`src/rtl/serializer_buf.sv`:
```
// Parallel-to-serial converter with per-word bit order and a one-word holding buffer.
// The buffered word moves into the shifter on the same edge the last bit leaves, so words go out back-to-back.
module serializer_buf #(
    parameter int   DATA_WIDTH = 8,
    parameter logic IDLE_BIT   = 1'b1
) (
    input  logic                  CLK,
    input  logic                  RST,
    input  logic [DATA_WIDTH-1:0] P_DATA,
    input  logic                  DATA_VALID,
    output logic                  DATA_READY,
    input  logic                  MSB_FIRST,
    input  logic                  SER_EN,
    output logic                  SER_DATA,
    output logic                  SER_BUSY,
    output logic                  SER_DONE
);
    localparam int              CNT_W = $clog2(DATA_WIDTH);
    localparam logic [CNT_W-1:0] LAST = CNT_W'(DATA_WIDTH - 1);

    typedef enum logic {IDLE, SHIFT} state_t;

    state_t                r_state;
    logic [DATA_WIDTH-1:0] r_hold_data;
    logic                  r_hold_msb;
    logic                  r_hold_vld;
    logic [DATA_WIDTH-1:0] r_shift;
    logic                  r_shift_msb;
    logic [CNT_W-1:0]      r_cnt;
    logic                  r_done;

    logic w_accept;
    logic w_last;
    logic w_load;

    // Accept and hold-to-shifter transfer are mutually exclusive: one needs hold empty, the other full.
    assign w_accept = DATA_VALID && !r_hold_vld;
    assign w_last   = (r_state == SHIFT) && SER_EN && (r_cnt == LAST);
    assign w_load   = r_hold_vld && ((r_state == IDLE) || w_last);

    always_ff @(posedge CLK or negedge RST) begin
        if (!RST) begin
            r_state     <= IDLE;
            r_hold_data <= '0;
            r_hold_msb  <= 1'b0;
            r_hold_vld  <= 1'b0;
            r_shift     <= '0;
            r_shift_msb <= 1'b0;
            r_cnt       <= '0;
            r_done      <= 1'b0;
        end else begin
            r_done <= w_last;

            if (w_accept) begin
                r_hold_data <= P_DATA;
                r_hold_msb  <= MSB_FIRST;
                r_hold_vld  <= 1'b1;
            end else if (w_load) begin
                r_hold_vld  <= 1'b0;
            end

            if (w_load) begin
                r_shift     <= r_hold_data;
                r_shift_msb <= r_hold_msb;
                r_cnt       <= '0;
                r_state     <= SHIFT;
            end else if (w_last) begin
                r_state     <= IDLE;
            end else if ((r_state == SHIFT) && SER_EN) begin
                // Shift toward whichever end feeds SER_DATA for this word.
                r_shift <= r_shift_msb ? {r_shift[DATA_WIDTH-2:0], 1'b0}
                                       : {1'b0, r_shift[DATA_WIDTH-1:1]};
                r_cnt   <= r_cnt + 1'b1;
            end
        end
    end

    assign DATA_READY = !r_hold_vld;
    assign SER_BUSY   = (r_state == SHIFT);
    assign SER_DONE   = r_done;
    assign SER_DATA   = (r_state == SHIFT) ? (r_shift_msb ? r_shift[DATA_WIDTH-1] : r_shift[0])
                                           : IDLE_BIT;
endmodule

```
`config.mk`:
```
export PLATFORM = sky130hd
export DESIGN_NAME = serializer_buf
export DESIGN_NICKNAME = d
export VERILOG_FILES = /design/src/rtl/serializer_buf.sv
export SDC_FILE = /design/constraint.sdc
export NUM_CORES = 1
export LEC_CHECK = 0
export BUFFER_PORTS_ARGS = -buffer_cell sky130_fd_sc_hd__buf_2
export CORE_ASPECT_RATIO = 1.1
export CORE_UTILIZATION = 45
export DETAILED_ROUTE_END_ITERATION = 6
export PLACE_DENSITY = 0.66
export SYNTH_ARGS = -nofsm -noshare
export SYNTH_HDL_FRONTEND = slang
export SYNTH_SLANG_ARGS = --single-unit
```
`constraint.sdc`:
```
create_clock -name CLK -period 2.1 [get_ports CLK]
set_input_delay 0 -clock CLK [delete_from_list [all_inputs] [get_ports CLK]]
set_output_delay 0 -clock CLK [all_outputs]
set_load 0.01 [all_outputs]
```
==> key figures <==
Route
  • Via density: 5.103
  • WL final: 1892 um
  • Initial DRC Count: 14
  • Detailed Routing Iterations Pass 1: 4
  • # DRC: 0
  • DR WL/cell: around 13 um
  • Vias post-DR: 745
  • DRT antenna net count: 0

Power
  • Logic pwr share: 0.401
  • Leak: approximately 0.68 nW
  • NetSw: 492.5 uW
  • Cell Pwr Density: between 1000 and 1500 nW/um2
  • Worst vdd ir: between 0.0007 and 0.0008 V
  • Internal power: 1.177 mW
  • Reg power frac: 0.482
  • Sw frac: 0.2950
  • Clock power share: 0.116
  • Tot Pwr: 1.669 mW

Clock network
  • Clock transition at the registers of the reported paths: ~0.12 ns
  • Clk buf depth: 2
  • H-tree Lvls: 1
  • Clock Sinks: 24
  • Num CTS Buffers: 3
  • Root Driver: clkbuf_4
  • Worst-Skew Late Latency: 0.31 ns
  • Setup Fix Bufs, Post-CTS: 0
  • CTS tree: built
  • Post-CTS Resized: 0

Setup path
  • Startpoint Class: flip-flop
  • Critical Setup Path Class: flip-flop to flip-flop
  • Flop2flop setup slack: 0.18 ns
  • Setup crit end kind: flip-flop
  • Arrival time worst endpoint: 2.13 ns
  • CP max stage delay: 0.41 ns
  • R2R Path Start: r_cnt[0]
  • Critical Path Source: r_cnt[0]
  • Worst path required time: between 2 and 2.5 ns
  • Reg2reg path depth: 6
  • Slowest-stage cell, CP: dfrtp_1
  • CP Max Fanout: 10
  • Crit path cell chain: ha_1 > ha_1 > and3b_1 > buf_4 > mux2_2 > mux2_2

Yosys
  • Top-area cell type share of the netlist area: 0.5178
  • Synth Warn #: 0
  • Synth top area cells: dfrtp_1 (52%), mux2_2 (21%), mux2_4 (7.8%)
  • Synth area leader: dfrtp_1
  • Syn nets: 100
  • Synthesized instance count: 85
  • Most common flop cell mapped by yosys: dfrtp_1
  • Commonest cells post-synth: dfrtp_1 (24), mux2_2 (22), mux2_4 (6), nor2_1 (6)
  • Syn_area_per_cell: between 10 and 15 um2
  • Most numerous cell in the Yosys netlist: dfrtp_1
  • Post-synth EDFFs: 0
  • Mapped cell area: approximately 1200 um2
  • Post-synthesis cell type count: 23
  • Register area share after synthesis: 0.5178
  • Async S/R FF share, synth: 1.000
  • Yosys reg bits: 24

STA
  • Max Freq: 520.7 MHz
  • Fin crit share: 0.9145
  • Setup TNS: 0 ns
  • RSZ-0062 raised after global routing: no
  • Fin. Hold Viols: 0
  • Worst Clk Skew: around 0.0034 ns
  • Worst-Margin Slew: 0.5297 ns
  • Max Slew Vio Count: 0
  • Hold WS: roughly 0.19 ns
  • Final Setup Violations: 0
  • Crit path time final: 1.920 ns
  • Slew HR: 0.6469

Placed design
  • Port Buf Inserts: 16
  • Dpl cells: approximately 130
  • Post-detail-place hpwl: 1318 um
  • Area after DPL: around 1300 um2
  • Placer's final routability congestion estimate: between 0.7 and 0.8

Global routing
  • Global-route wire length before repair: 3408 um
  • Largest net degree at the start of global routing: 25
  • Global Route met3 Usage: 0.03306
  • Grt met2 use: 0.2686
  • Initial antenna violation count: 0
  • GRT busiest layer: met2
  • Grt ovf: 0
  • Global Route Usage Sum: 0.1640
  • Vias in the first global route: 767
  • GR Util met1: 0.2068

Finish
  • Post-Layout Cell Count: approximately 150
  • Fin area: around 1400 um2
  • Area Overhead vs Synth: 22.33%
  • Share of cells above drive strength 1: 0.4569
  • Antenna diodes: 0
  • Final #Nets: around 130

Die
  • Die X: approximately 50 um
  • Core Box Area: 2342 um2
  • # rows: 18
  • Die ar.: 2785 um2
  • Io pins: 17
  • Die Span Y: 55.25 um
  • Initial Util: 0.4952

Job
  • Max Cap Viol: 0

Min path
  • HP Class: input pin to asynchronous set/reset pin

Run status
  • Status: completed
==> critical path, delay by kind of cell (launching register included) <==
| kind | cells | cell delay (ns) |
|---|---|---|
| simple gates | 1 | 0.21 |
| fa+ha+maj | 2 | 0.41 |
| mux | 2 | 0.60 |
| buf+inv | 1 | 0.19 |
| flops | 1 | 0.41 |
==> cell type report <==
type | count | area (um2)
Sequential cell | 24 | 600.6
Multi-Input combinational cell | 55 | 516.7
Fill cell | 198 | 923.4
Inverter | 1 | 3.754
Clock buffer | 3 | 22.52
Timing Repair Buffer | 33 | 237.7
Tap cell | 30 | 37.54
==> cells in the final DEF (no fill, tap or decap), types with 2 or more instances in the layout <==
cell type / instances
mux2_4: 6
dfrtp_1: 24
a31oi_1: 2
clkbuf_4: 3
buf_4: 5
mux2i_1: 3
nand2b_1: 3
nor3_1: 2
ha_1: 2
buf_2: 16
mux2_2: 22
dlygate4sd3_1: 12
nor2_1: 6
==> logic make-up after synthesis <==
kind of cell,after synthesis,share of synthesized area
buf+inv,6,0.03667
flops,24,0.5178
mux,31,0.3172
simple gates,18,0.08199
compound gates,3,0.01726
xor+xnor,1,0.007553
fa+ha+maj,2,0.02157
==> through the flow <==
stage / utilization / setup WS [ns]
2_1_floorplan: - / 0.2392
3_3_place_gp: 0.5449 / 0.2471
3_5_place_dp: 0.5449 / 0.1996
4_1_cts: 0.6058 / 0.1704
5_1_grt: 0.6058 / 0.08175
6_report: 0.6058 / 0.1795
==> registers in the layout, indices dropped and copies added (netlist names) <==
register and cells:
r_shift_msb 1, r_shift 8, SER_BUSY 1, r_cnt 3, SER_DONE 1, r_hold_msb 1, r_hold_data 8, r_hold_vld 1
==> per-layer routing <==
metal / part of all wire / wire length, um
met1: 0.47 / 881
met2: 0.49 / 918
met3: 0.030 / 57
met4: 0.018 / 34
met5: 0 / 0
==> power by group through the flow <==
| stage | sequential, mW | clock (mW) | combinational [mW] |
|---|---|---|---|
| 3_3_place_gp | 0.811 | 0 | 0.635 |
| 6_report | 0.805 | 0.194 | 0.670 |
| 2_1_floorplan | 0.756 | 0 | 0.582 |
| 4_1_cts | 0.810 | 0.205 | 0.682 |
| 3_5_place_dp | 0.819 | 0 | 0.662 |
| 5_1_grt | 0.843 | 0.222 | 0.736 |
==> worst paths after layout <==
path,to
worst max-delay path,r_shift[3]
worst min-delay path,r_hold_vld
worst max register to register,r_shift[3]
worst min register to register,r_hold_data[4]
max in group asynchronous,r_hold_data[0]
min in group CLK,r_hold_data[3]
==> repair_timing <==
item,4_1_cts,5_1_grt
hold buffers,12,0
endpoints found under the setup margin,0,0
endpoints found under the hold margin,35,0
No activity file was read; power rests on OpenSTA's default activity.
